--- config.mk ---
export PLATFORM = sky130hd
export DESIGN_NAME = vga_fb_arbiter
export DESIGN_NICKNAME = d
export VERILOG_FILES = /design/src/rtl/vga_fb_arbiter.sv
export SDC_FILE = /design/constraint.sdc
export NUM_CORES = 1
export LEC_CHECK = 0
export CELL_PAD_IN_SITES_DETAIL_PLACEMENT = 1
export CELL_PAD_IN_SITES_GLOBAL_PLACEMENT = 1
export CORE_MARGIN = 2
export CORE_UTILIZATION = 36
export CTS_CLUSTER_DIAMETER = 100
export DETAILED_ROUTE_END_ITERATION = 16
export PLACE_DENSITY = 0.84
export SYNTH_ARGS = -nofsm -noshare
export SYNTH_HDL_FRONTEND = slang
export SYNTH_SLANG_ARGS = --single-unit
--- constraint.sdc ---
create_clock -name clk -period 5 [get_ports clk]
set_clock_uncertainty 0.2 [all_clocks]
set_input_delay 1 -clock clk [delete_from_list [all_inputs] [get_ports clk]]
set_output_delay 1 -clock clk [all_outputs]
set_load 0.01 [all_outputs]
--- src/rtl/vga_fb_arbiter.sv ---
// Single-port framebuffer arbiter: video scan-out reads win every slot they need,
// CPU register-bus reads/writes fill the gaps. Optional macro: FB_CPU_READ_EN.
module vga_fb_arbiter #(
  parameter int PIX_BITS = 6
) (
  input  logic                clk,
  input  logic                rst_n,
  input  logic [4:0]          x_pos,
  input  logic [3:0]          y_pos,
  input  logic                blank,
  input  logic                cpu_req,
  input  logic                cpu_we,
  input  logic [8:0]          cpu_addr,
  input  logic [PIX_BITS-1:0] cpu_wdata,
  output logic                cpu_ack,
  output logic [PIX_BITS-1:0] cpu_rdata,
  output logic                mem_en,
  output logic                mem_we,
  output logic [8:0]          mem_addr,
  output logic [PIX_BITS-1:0] mem_wdata,
  input  logic [PIX_BITS-1:0] mem_rdata,
  output logic [PIX_BITS-1:0] pix_out,
  output logic                pix_blank
);

  localparam logic [1:0] ST_IDLE       = 2'd0;
  localparam logic [1:0] ST_ISSUE_WAIT = 2'd1;
  localparam logic [1:0] ST_DATA       = 2'd2;
  localparam logic [1:0] ST_ACK        = 2'd3;

  logic [8:0]          pos_q;
  logic                blank_q;
  logic [2:0]          blank_dly_q;
  logic [1:0]          state_q, state_d;
  logic                mem_en_q, mem_we_q;
  logic [8:0]          mem_addr_q;
  logic [PIX_BITS-1:0] mem_wdata_q;
  logic [PIX_BITS-1:0] pix_q;
  logic                cpu_ack_q;
  logic [1:0]          tag_vld_q;
  logic [8:0]          cur_pos;
  logic                trigger, grant, cpu_issue;

  assign cur_pos = {y_pos, x_pos};
  // A new visible cell, or the first cell after blank falls, needs a fetch.
  assign trigger = !blank && ((cur_pos != pos_q) || blank_q);
  assign grant   = (state_q == ST_IDLE) && cpu_req && !trigger;

`ifdef FB_CPU_READ_EN
  assign cpu_issue = grant;
`else
  // Reads are acknowledged on the normal timeline but never touch the RAM.
  assign cpu_issue = grant && cpu_we;
`endif

  always_comb begin
    state_d = state_q;
    case (state_q)
      ST_IDLE:       if (grant) state_d = ST_ISSUE_WAIT;
      ST_ISSUE_WAIT: state_d = ST_DATA;
      ST_DATA:       state_d = ST_ACK;
      ST_ACK:        state_d = ST_IDLE;
      default:       state_d = ST_IDLE;
    endcase
  end

  always_ff @(posedge clk or negedge rst_n) begin
    if (!rst_n) begin
      pos_q       <= '0;
      blank_q     <= 1'b1;
      blank_dly_q <= 3'b111;
      state_q     <= ST_IDLE;
      cpu_ack_q   <= 1'b0;
    end else begin
      pos_q       <= cur_pos;
      blank_q     <= blank;
      blank_dly_q <= {blank_dly_q[1:0], blank};
      state_q     <= state_d;
      cpu_ack_q   <= (state_q == ST_DATA);
    end
  end

  always_ff @(posedge clk or negedge rst_n) begin
    if (!rst_n) begin
      mem_en_q    <= 1'b0;
      mem_we_q    <= 1'b0;
      mem_addr_q  <= '0;
      mem_wdata_q <= '0;
    end else if (trigger) begin
      mem_en_q   <= 1'b1;
      mem_we_q   <= 1'b0;
      mem_addr_q <= cur_pos;
    end else if (cpu_issue) begin
      mem_en_q    <= 1'b1;
      mem_we_q    <= cpu_we;
      mem_addr_q  <= cpu_addr;
      mem_wdata_q <= cpu_wdata;
    end else begin
      mem_en_q <= 1'b0;
      mem_we_q <= 1'b0;
    end
  end

`ifdef FB_CPU_READ_EN
  // Owner bit travels with each read so returning data lands in the right place.
  logic [1:0]          tag_cpu_q;
  logic [PIX_BITS-1:0] cpu_rdata_q;

  always_ff @(posedge clk or negedge rst_n) begin
    if (!rst_n) begin
      tag_vld_q   <= '0;
      tag_cpu_q   <= '0;
      pix_q       <= '0;
      cpu_rdata_q <= '0;
    end else begin
      tag_vld_q <= {tag_vld_q[0], trigger || (cpu_issue && !cpu_we)};
      tag_cpu_q <= {tag_cpu_q[0], !trigger};
      if (tag_vld_q[1] && !tag_cpu_q[1]) pix_q <= mem_rdata;
      if (tag_vld_q[1] && tag_cpu_q[1]) cpu_rdata_q <= mem_rdata;
    end
  end

  assign cpu_rdata = cpu_rdata_q;
`else
  always_ff @(posedge clk or negedge rst_n) begin
    if (!rst_n) begin
      tag_vld_q <= '0;
      pix_q     <= '0;
    end else begin
      tag_vld_q <= {tag_vld_q[0], trigger};
      if (tag_vld_q[1]) pix_q <= mem_rdata;
    end
  end

  assign cpu_rdata = '0;
`endif

  assign cpu_ack   = cpu_ack_q;
  assign mem_en    = mem_en_q;
  assign mem_we    = mem_we_q;
  assign mem_addr  = mem_addr_q;
  assign mem_wdata = mem_wdata_q;
  assign pix_out   = pix_q;
  assign pix_blank = blank_dly_q[2];

endmodule

# Word level (Yosys, flattened, before mapping)
# Cells that the tools add are included.
[word_totals] output_inout_bits=31 inputBits=35 ff_bits=41
[op_classes] n_bitwise=1 n_reduce_logical=10 muxes=8 n_eq_ne=5
[op_table] cell="2-to-1 mux 9 bit" n=2
[op_table] cell="inequality test 9 bit" n=1
[op_table] cell="one-hot mux 2 bit (4 select lines)" n=1
[op_table] cell="== test 2 bit, second input constant" n=2
[op_table] cell="logical AND 1 bit" n=4
[op_table] cell="2-to-1 mux 1 bit" n=4
[op_table] cell="== test 2 x 1 -> 1 bit, second input constant" n=1
[op_table] cell="logical NOT 1 bit" n=2
[op_table] cell="logical NOT 2 bit" n=1
[op_table] cell="2-to-1 mux 2 bit" n=1
[op_table] cell="inequality test 2 bit, second input constant" n=1
[op_table] cell="AND reduction 2 bit" n=1
[op_table] cell="nonzero test 2 bit" n=1
[op_table] cell="logical OR 1 bit" n=1
[op_table] cell="NOT 1 bit" n=1

# Depth between registers and ports, before layout
# Gate-level depths: netlist of the first run.
[depth] word_depth=8 ltp_mapped=7

# Worst setup path after synthesis of the first run
# No wires, ideal clock.
[synth_path] kind="input-to-reg" from="in x_pos[3]" to="reg mem_addr_q[2], in the netlist mem_addr[2]" path_slack_ns=2.578 path_stages=6 t_arrival_ns=2.097 setup_ns=0.125 n_path_buf=2 path_cell_list="xnor2_1 -> and4_1 -> buf_6 -> a31oi_4 -> buf_6 -> mux2_2"
[synth_between] elab_chain_cells=7 elab_cells_between_ends=8 classes_between="eq/ne: 1; mux: 1; reduce/logical: 6"
[synth_rtl] element="start, declared" line="8" source="input logic [4:0] x_pos,"
[synth_rtl] element="inequality test 9 bit (*)" line="46" source="assign trigger = !blank && ((cur_pos != pos_q) || blank_q);"
[synth_rtl] element="logical OR 1 bit (*)" line="46"
[synth_rtl] element="logical AND 1 bit (*)" line="46"
[synth_rtl] element="named net trigger" line="42" source="logic trigger, grant, cpu_issue;"
[synth_rtl] element="logical NOT 1 bit" line="47" source="assign grant = (state_q == ST_IDLE) && cpu_req && !trigger;"
[synth_rtl] element="logical AND 1 bit" line="47"
[synth_rtl] element="logical AND 1 bit" line="53" source="assign cpu_issue = grant && cpu_we;"
[synth_rtl] element="nonzero test 2 bit (no line)"
[synth_rtl] element="end signal, assigned" line="92" source="mem_addr_q <= cur_pos;"
[synth_rtl] element="end signal, assigned" line="96" source="mem_addr_q <= cpu_addr;"
[synth_rtl] element="end, declared" line="36" source="logic [8:0] mem_addr_q;"
# Mark *: on every way through the listed nets, which the timed path passes. The rest lies on a longest branch.
# A chain may end at the register's enable or synchronous reset.

# Worst setup path after layout of the first run
[layout_path] from="in cpu_req" to="reg mem_wdata_q[4], in the netlist mem_wdata[4]"
[layout_between] elab_chain_cells=4
[layout_rtl] element="start, declared" line="11" source="input logic cpu_req,"
[layout_rtl] element="logical AND 1 bit (2 in a row)" line="47"
[layout_rtl] element="logical AND 1 bit" line="53"
[layout_rtl] element="AND reduction 2 bit (no line)"
[layout_rtl] element="end signal, assigned" line="97" source="mem_wdata_q <= cpu_wdata;"
[layout_rtl] element="end, declared" line="37" source="logic [PIX_BITS-1:0] mem_wdata_q;"
# Every way passes these cells.

==> impl_metrics.json, run 1 <==
{
  "yosys_warnings": 0,
  "cts_buffers": 5,
  "grt_antenna_before_repair": 0,
  "hold_depth": 0,
  "holdBufCountCts": 0,
  "dieHeight_um": 76.4,
  "placement.io_buffers": 59,
  "first_global_vias": 1562,
  "yosysMostFrequentCell": "sky130_fd_sc_hd__dfrtp_1",
  "critPathMaxFanout": 17,
  "postCtsSetupRepairBufs": 0,
  "synth_largest_area_cell": "sky130_fd_sc_hd__dfrtp_1",
  "crit_arrival_ns": 2.84,
  "detail-route-antenna-nets": 0,
  "post_cts_resized": 0,
  "residual_overflow_from_global_routing": 0,
  "final_max_slew_viol_count": 0,
  "finalSetupViolations": 0,
  "grt_first_pass_wirelength_mm": 7.51,
  "timing.slew.headroom_pct": 41.8,
  "postSynth.asyncResetShare_pct": 100,
  "drt_drc_violations_left": 0,
  "cts.root.buffer_cell": "sky130_fd_sc_hd__clkbuf_8",
  "fraction_of_the_yosys_area_taken_by_sequential_cells_pct": 53.2,
  "synth-seq-cells": 40,
  "num_antenna_cells": 0,
  "clkSinkCount": 40,
  "leakage_uw": 0.00107,
  "drv_cap": 0,
  "grt.total_usage_pct": 16.6,
  "yosysTopAreaCellShare_pct": 49.1,
  "totalNegativeSetupSlack_ns": 0,
  "syn_area_mm2": 0.00189,
  "routed_wl_mm": 4.54,
  "grt_max_degree": 41,
  "critical_path.reg2reg.endpoint": "mem_wdata[4]",
  "synth_cell_type_count": 29,
  "num-nets-final": 267,
  "cts.path.max_buffers": 2,
  "report.final.hold_viol_count": 0,
  "hp-class": "reg -> reg",
  "worstSetupStartpointType": "primary input",
  "detail_route.vias_per_cell": 5.00,
  "synth_area_leaders": "sky130_fd_sc_hd__dfrtp_1, sky130_fd_sc_hd__mux2_2, sky130_fd_sc_hd__nand2_1",
  "final_layout_size_suffix_gt1_share_pct": 12.6,
  "r2r-start": "state_q[0]",
  "worstHoldEndpoint": "tag_vld_q[1]",
  "power.ir.vdd_worst_v": 0.000144,
  "cellPowerDensity_mw_per_mm2": 352,
  "run_status": "finished clean",
  "first_iteration_detailed_routing_drc_count": 44,
  "reg2reg_slack_ns": 2.69,
  "floorplan.core_area_mm2": 0.00507,
  "fp-row-count": 26,
  "utilization_pct": 51.2,
  "worst_setup_path_class": "in -> reg",
  "finalWorstPathRequiredPeriod_ns": 2.88,
  "setup_repair_after_global_routing_missed_its_margin": "false",
  "clkTransAtPathRegs_ns": 0.07,
  "drtPass1Iterations": 4,
  "critPathRequiredTime_ns": 4.96,
  "htree_levels": 2,
  "ioPinCount": 66,
  "place_congestion": 0.785,
  "fin_crit_sh_pct": 57.6,
  "worst-slew-pin-transition_ns": 0.873,
  "die-area_mm2": 0.00584,
  "avgRoutedWirePerCell_um": 15.1,
  "num_vias": 1500,
  "postSynthAreaPerCell_um2": 11.0,
  "number_of_flops_mapped_to_enable_cells_by_yosys": 0,
  "synthToLayoutAreaGrowth_pct": 37.8,
  "yosys_most_used_dff": "sky130_fd_sc_hd__dfrtp_1",
  "initial_core_utilization_pct": 37.2,
  "holdCritStartpoint": "tag_vld_q[0]",
  "synthCells": 171,
  "tritoncts_clock_tree": "yes",
  "max_freq_ghz": 0.347,
  "worstSkewPairLatency_ns": 0.30,
  "place.detailed.hpwl_mm": 3.22,
  "number_of_cells_on_the_worst_reg_to_reg_path": 5,
  "worstSetupEndpointType": "register",
  "die_w_um": 76.4,
  "synth_top_cells_by_count": "sky130_fd_sc_hd__dfrtp_1, sky130_fd_sc_hd__nand2_1, sky130_fd_sc_hd__mux2_2"
}
[worst max path at each step]
stage	slack, ns	end	from	depth (start not counted)
2_1_floorplan	2.58	mem_addr[2]	x_pos[3]	6
3_3_place_gp	1.89	mem_wdata[1]	cpu_req	4
3_5_place_dp	1.78	mem_wdata[4]	cpu_req	4
4_1_cts	2.09	mem_wdata[4]	cpu_req	4
5_1_grt	1.94	mem_wdata[4]	cpu_req	4
6_report	2.12	mem_wdata[4]	cpu_req	4
[worst max-delay path, stage by stage]
cell                              delay, ns
sky130_fd_sc_hd__clkdlybuf4s50_1       0.59
sky130_fd_sc_hd__nand3_1               0.57
sky130_fd_sc_hd__a221oi_1              0.52
sky130_fd_sc_hd__o211ai_1              0.15
[area by class of cell]
cell class / instances / area [um2]
inverters: 2 / 7.51
clock inverters: 2 / 35.0
multi-input cells: 121 / 807
flip-flops and latches: 40 / 1000
well taps: 70 / 87.6
clock buffers: 6 / 72.6
repair buffers: 59 / 586
fillers: 565 / 2470
[sequential cells by signal (all words and copies together) (netlist names)]
signal	flops
pix_out	6
state_q	2
mem_wdata	6
mem_addr	9
mem_en	1
cpu_ack	1
mem_we	1
tag_vld_q	2
pos_q	9
blank_dly_q	3
[logic make-up (layout without fill, tap and decap cells)]
kind of cell	Yosys count	in the layout	synth area share, %
AOI/OAI and AO/OA	23	23	9.55
other	1	6	0.199
DFF	40	40	53.2
adders and majority gates	3	3	1.99
buffers and inverters	15	69	4.97
muxes	15	15	8.95
and+or+nand+nor	65	65	16.9
xor gates and xnor gates	9	9	4.18
[routing by layer]
layer / global-route usage [%] / share of wire [%] / vias to the layer above
met4: 9.09 / 2.3 / 0
met1: 19.1 / 44 / 742
met3: 5.33 / 6.2 / 9
met5: 0 / 0 / -
li1: - / - / 698
met2: 27.4 / 48 / 51
[where the power goes]
part | switching, uW | internal [uW] | total [uW]
clock network | 111 | 148 | 259
registers | 23.2 | 367 | 390
logic | 128 | 138 | 266
[layout by cell type, fill, tap and decap left out, drive strengths merged]
cell type / count
a31oi: 2
a211oi: 1
mux2: 15
o211ai: 7
clkdlybuf4s50: 58
xnor2: 9
conb: 6
nand3: 7
ha: 3
and3: 7
nand4: 2
o21ai: 6
inv: 2
bufinv: 1
nor3b: 1
dfrtp: 37
and4: 2
nor2: 3
buf: 1
nand2: 33
and2b: 1
dfstp: 3
or4: 1
a41o: 1
nand2b: 2
nor2b: 6
clkinv: 1
a221oi: 6
clkbuf: 6
[stage by stage]
| step | setup slack (ns) | power [uW] | instance area (um2) | hold WS (ns) | std cells |
|---|---|---|---|---|---|
| after floorplan | 2.58 | 540 | 1910 | 0.131 | 176 |
| after global placement | 1.89 | 652 | 2490 | 0.137 | 292 |
| after detailed placement | 1.78 | 665 | 2490 | 0.137 | 292 |
| after CTS | 2.09 | 930 | 2600 | 0.159 | 300 |
| after global routing | 1.94 | 971 | 2600 | 0.164 | 300 |
| final | 2.12 | 916 | 2600 | 0.155 | 300 |
Note: power is estimated with default switching activity, not from simulation.
==> run 2: changes to the inputs <==
--- a/config.mk
+++ b/config.mk
@@ -8,10 +8,10 @@
 export CELL_PAD_IN_SITES_DETAIL_PLACEMENT = 1
 export CELL_PAD_IN_SITES_GLOBAL_PLACEMENT = 1
 export CORE_MARGIN = 2
-export CORE_UTILIZATION = 36
+export CORE_UTILIZATION = 34
 export CTS_CLUSTER_DIAMETER = 100
 export DETAILED_ROUTE_END_ITERATION = 16
-export PLACE_DENSITY = 0.84
+export PLACE_DENSITY = 0.8
 export SYNTH_ARGS = -nofsm -noshare
 export SYNTH_HDL_FRONTEND = slang
 export SYNTH_SLANG_ARGS = --single-unit
==> constraint.sdc (replaced) <==
create_clock -name clk -period 2.67 [get_ports clk]
set_clock_uncertainty 0.2 [all_clocks]
set_input_delay 0.534 -clock clk [delete_from_list [all_inputs] [get_ports clk]]
set_output_delay 0.534 -clock clk [all_outputs]
set_load 0.01 [all_outputs]
==> impl_metrics.json, run 2 (same netlist as run 1, synthesis figures left out) <==
{
  "tritoncts_clock_tree": "yes",
  "cts.root.buffer_cell": "sky130_fd_sc_hd__clkbuf_8",
  "critPathRequiredTime_ns": 2.65,
  "routed_wl_mm": 4.62,
  "num_vias": 1503,
  "fillCellCount": 590,
  "timing.critical_path.slowest_cell_delay_ns": 0.47,
  "worstSetupEndpointType": "register",
  "residual_overflow_from_global_routing": 0,
  "holdBufCountCts": 0,
  "ioPinCount": 66,
  "first_iteration_detailed_routing_drc_count": 69,
  "fp-row-count": 27,
  "final_total_pwr_uw": 1780,
  "initial_core_utilization_pct": 34.7,
  "avgRoutedWirePerCell_um": 14.8,
  "post_cts_resized": 0,
  "power.ir.vdd_worst_v": 0.000396,
  "max_freq_ghz": 0.440,
  "finalWorstPathRequiredPeriod_ns": 2.27,
  "cpMaxStageDelayCell": "sky130_fd_sc_hd__clkdlybuf4s50_1",
  "dieHeight_um": 78.5,
  "critical_path_buffers_and_inverters": 1,
  "die-area_mm2": 0.00616,
  "synthToLayoutAreaGrowth_pct": 42.9,
  "place.detailed.hpwl_mm": 3.32,
  "fin_crit_sh_pct": 85.2,
  "htree_levels": 2,
  "floorplan.core_area_mm2": 0.00544,
  "drt_drc_violations_left": 0,
  "leakage_uw": 0.00112,
  "cellPowerDensity_mw_per_mm2": 661,
  "final_max_slew_viol_count": 0,
  "num-nets-final": 276,
  "num_antenna_cells": 0,
  "grt_max_degree": 41,
  "postCtsSetupRepairBufs": 0,
  "utilization_pct": 49.6,
  "critPathMaxFanout": 12,
  "postLayoutSetupSlackWorst_ns": 0.396,
  "layout_commonest_cell": "sky130_fd_sc_hd__clkdlybuf4s50_1",
  "worstSetupStartpointType": "primary input",
  "worstPathCellList": "clkdlybuf4s50_1, xnor2_1, and4_2, a31oi_4, mux2_2",
  "final.hold.worst_slack_ns": 0.0819,
  "clkSinkCount": 40,
  "critPathTopFamily": "buffers and inverters",
  "totalNegativeSetupSlack_ns": 0,
  "final_layout_size_suffix_gt1_share_pct": 16.3,
  "worst_setup_path_class": "in -> reg",
  "cts.path.max_buffers": 2,
  "die_w_um": 78.5,
  "pre_cts_ws_ns": 0.0544,
  "crit_arrival_ns": 2.26,
  "drtPass1Iterations": 4,
  "first_global_vias": 1575,
  "worstSkewPairLatency_ns": 0.30,
  "detail-route-antenna-nets": 0,
  "layout.cells.most_common_list": "sky130_fd_sc_hd__clkdlybuf4s50_1, sky130_fd_sc_hd__dfrtp_1, sky130_fd_sc_hd__nand2_1",
  "grt_first_pass_wirelength_mm": 7.93,
  "drv_cap": 0,
  "grt.total_usage_pct": 16.4,
  "place_congestion": 0.780,
  "report.final.hold_viol_count": 0,
  "run_status": "finished clean",
  "hp-class": "in -> async",
  "finalSetupViolations": 0,
  "detail_route.vias_per_cell": 4.83,
  "grt_antenna_before_repair": 0,
  "setup_repair_after_global_routing_missed_its_margin": "false",
  "cts_buffers": 5,
  "clkTransAtPathRegs_ns": 0.09,
  "placement.io_buffers": 59
}
==> run 2: power breakdown <==
| group | internal [uW] | leakage, uW | switching, uW | total, uW |
|---|---|---|---|---|
| Clock | 306 | 0.0000614 | 223 | 529 |
| Sequential | 688 | 0.000451 | 42.3 | 730 |
| Combinational | 280 | 0.000611 | 245 | 524 |
==> run 2: area by class of cell <==
cell class	instances	area, um2	share of cell area [%]
timing repair buffer	68	666	24.7
clock inverter	2	38.8	1.44
sequential	40	1000	37.3
multi-input combinational	121	807	29.9
tap	72	90.1	3.34
clock buffer	6	82.6	3.06
inverter	2	7.51	0.278
==> run 2: per-stage QoR <==
step / area, um2 / std cells
after floorplan: 1910 / 176
after global placement: 2570 / 303
after detailed placement: 2570 / 303
after CTS: 2700 / 311
after global routing: 2700 / 311
final: 2700 / 311
==> run 2: layer usage <==
layer,routed length (um),vias up,part of all wire [%],global-route usage (%)
met5,0,-,0,0
met4,20,0,0.43,4.39
met3,257,2,5.6,4.48
met2,2260,41,49,27.2
met1,2080,742,45,21.1
li1,-,718,-,-
==> run 2: final timing paths <==
kind	cells after the start	slack, ns	startpoint	endpoint
min in group clk	0	0.15	blank_dly_q[1]	blank_dly_q[2]
max in group asynchronous	2	1.82	rst_n	blank_dly_q[1]
worst min register to register	0	0.15	blank_dly_q[1]	blank_dly_q[2]
worst max register to register	7	0.74	state_q[0]	mem_wdata[2]
worst max-delay path	5	0.40	x_pos[2]	mem_addr[5]
worst min-delay path	2	0.08	rst_n	mem_wdata[0]
==> run 3: changes to the inputs <==
--- a/config.mk
+++ b/config.mk
@@ -12,6 +12,7 @@
 export CTS_CLUSTER_DIAMETER = 100
 export DETAILED_ROUTE_END_ITERATION = 16
 export PLACE_DENSITY = 0.8
+export REMOVE_ABC_BUFFERS = 1
 export SYNTH_ARGS = -nofsm -noshare
 export SYNTH_HDL_FRONTEND = slang
 export SYNTH_SLANG_ARGS = --single-unit
==> constraint.sdc (replaced) <==
create_clock -name clk -period 2.67 [get_ports clk]
set_clock_uncertainty 0.2 [all_clocks]
set_input_delay 0.4005 -clock clk [delete_from_list [all_inputs] [get_ports clk]]
set_output_delay 0.4005 -clock clk [all_outputs]
set_load 0.01 [all_outputs]
==> impl_metrics.json, run 3 (same netlist as run 1, synthesis figures left out) <==
{
  "htree_levels": 2,
  "worstSetupStartpointType": "register",
  "hp-class": "in -> async",
  "r2r-start": "state_q[0]",
  "swShare_pct": 27.3,
  "cellPowerDensity_mw_per_mm2": 683,
  "reg2reg_slack_ns": 0.47,
  "worstSkewPairLatency_ns": 0.29,
  "fillCellCount": 592,
  "cts.path.max_buffers": 2,
  "p_int_uw": 1330,
  "place_inst": 300,
  "num_antenna_cells": 0,
  "final_layout_size_suffix_gt1_share_pct": 14.9,
  "critPathRequiredTime_ns": 2.62,
  "placement.io_buffers": 59,
  "setup_repair_after_global_routing_missed_its_margin": "false",
  "critPathMaxFanout": 21,
  "initial_core_utilization_pct": 34.7,
  "num_vias": 1484,
  "clkSinkCount": 40,
  "drv_cap": 0,
  "routed_wl_mm": 4.75,
  "avgRoutedWirePerCell_um": 15.5,
  "run_status": "finished clean",
  "final_cells": 307,
  "residual_overflow_from_global_routing": 0,
  "share_seq_of_total_power_pct": 40.1,
  "layout.cells.most_common_list": "sky130_fd_sc_hd__clkdlybuf4s50_1, sky130_fd_sc_hd__dfrtp_1, sky130_fd_sc_hd__nand2_1",
  "synthToLayoutAreaGrowth_pct": 41.4,
  "first_global_vias": 1688,
  "critical_path.reg2reg.endpoint": "mem_wdata[5]",
  "p_sw_uw": 498,
  "final_total_pwr_uw": 1820,
  "place_congestion": 0.761,
  "report.final.hold_viol_count": 0,
  "final.hold.worst_slack_ns": 0.0377,
  "fp-row-count": 27,
  "die_w_um": 78.5,
  "clock_power_share_pct": 31.6,
  "worstSetupEndpointType": "register",
  "grt_first_pass_wirelength_mm": 8.08,
  "finalSetupViolations": 0,
  "grt_antenna_before_repair": 0,
  "post_cts_resized": 0,
  "placement.cell_area_mm2": 0.00254,
  "power.ir.vdd_worst_v": 0.000291,
  "design_area_mm2": 0.00267,
  "crit_arrival_ns": 2.16,
  "detail_route.vias_per_cell": 4.83,
  "detail-route-antenna-nets": 0,
  "postCtsSetupRepairBufs": 0,
  "worst-slew-pin-transition_ns": 0.905,
  "place.detailed.hpwl_mm": 3.48,
  "worst_setup_path_class": "reg -> reg",
  "drtPass1Iterations": 4,
  "drt_drc_violations_left": 0,
  "final_max_slew_viol_count": 0,
  "grt_max_degree": 41,
  "share_of_power_burned_in_combinational_logic_pct": 28.3,
  "first_iteration_detailed_routing_drc_count": 71,
  "clkTransAtPathRegs_ns": 0.08,
  "die-area_mm2": 0.00616,
  "holdBufCountCts": 0,
  "cts.root.buffer_cell": "sky130_fd_sc_hd__clkbuf_8",
  "leakage_uw": 0.00111,
  "finalWorstPathRequiredPeriod_ns": 2.20,
  "cts_buffers": 5,
  "num-nets-final": 273,
  "max_freq_ghz": 0.454,
  "fin_crit_sh_pct": 82.6,
  "timing.slew.headroom_pct": 39.6,
  "ioPinCount": 66,
  "number_of_cells_on_the_worst_reg_to_reg_path": 6,
  "grt.total_usage_pct": 16.7,
  "tritoncts_clock_tree": "yes",
  "layout_commonest_cell": "sky130_fd_sc_hd__clkdlybuf4s50_1",
  "dieHeight_um": 78.5,
  "totalNegativeSetupSlack_ns": 0,
  "floorplan.core_area_mm2": 0.00544
}
==> run 3: changes by cell type in the layout (fill, tap and decap cells not counted) <==
cell	before	now
sky130_fd_sc_hd__buf_12	1	0
sky130_fd_sc_hd__buf_4	8	6
sky130_fd_sc_hd__bufinv_16	1	2
sky130_fd_sc_hd__clkbuf_8	6	5
sky130_fd_sc_hd__clkinv_4	1	0
==> run 3: final cells by class <==
| type | instances | area, um2 | share of cell area, % |
|---|---|---|---|
| Inverter | 2 | 7.51 | 0.281 |
| Sequential cell | 40 | 1000 | 37.6 |
| Clock inverter | 2 | 60.1 | 2.25 |
| Tap cell | 72 | 90.1 | 3.38 |
| Timing Repair Buffer | 65 | 631 | 23.6 |
| Multi-Input combinational cell | 121 | 807 | 30.2 |
| Clock buffer | 5 | 68.8 | 2.58 |
==> run 3: worst max-delay path, stage by stage (launching register included) <==
cell and delay, ns:
sky130_fd_sc_hd__dfrtp_1 0.38, sky130_fd_sc_hd__inv_1 0.09, sky130_fd_sc_hd__ha_1 0.25, sky130_fd_sc_hd__and3_1 0.41
sky130_fd_sc_hd__and3_1 0.32, sky130_fd_sc_hd__a221oi_1 0.29, sky130_fd_sc_hd__o211ai_1 0.13
==> run 3: worst max-delay path by stage <==
stage | from | endpoint | depth (start not counted)
2_1_floorplan | x_pos[3] | mem_addr[0] | 4
3_3_place_gp | x_pos[1] | mem_addr[0] | 5
3_5_place_dp | x_pos[2] | mem_addr[7] | 5
4_1_cts | state_q[0] | mem_wdata[5] | 6
5_1_grt | state_q[0] | mem_wdata[5] | 6
6_report | state_q[0] | mem_wdata[5] | 6
==> run 3: power by group through the flow <==
stage	Clock [uW]	Combinational (uW)	Sequential [uW]
2_1_floorplan	0	233	763
3_3_place_gp	0	499	741
3_5_place_dp	0	521	743
4_1_cts	590	523	733
5_1_grt	621	575	741
6_report	576	515	731
==> run 3: layer usage <==
metal / vias up / wire length (um) / global-route usage, %
li1: 708 / - / -
met3: 3 / 226 / 3.79
met4: 0 / 29 / 4.04
met1: 727 / 2120 / 21.4
met5: - / 0 / 0
met2: 46 / 2370 / 28.8
==> run 3: per-stage QoR <==
step	utilization (%)	worst slack, ns
after CTS	49.1	0.440
after floorplan	-	0.838
after detailed placement	46.7	0.181
after global placement	46.7	0.246
after global routing	49.1	0.333
final	49.1	0.465
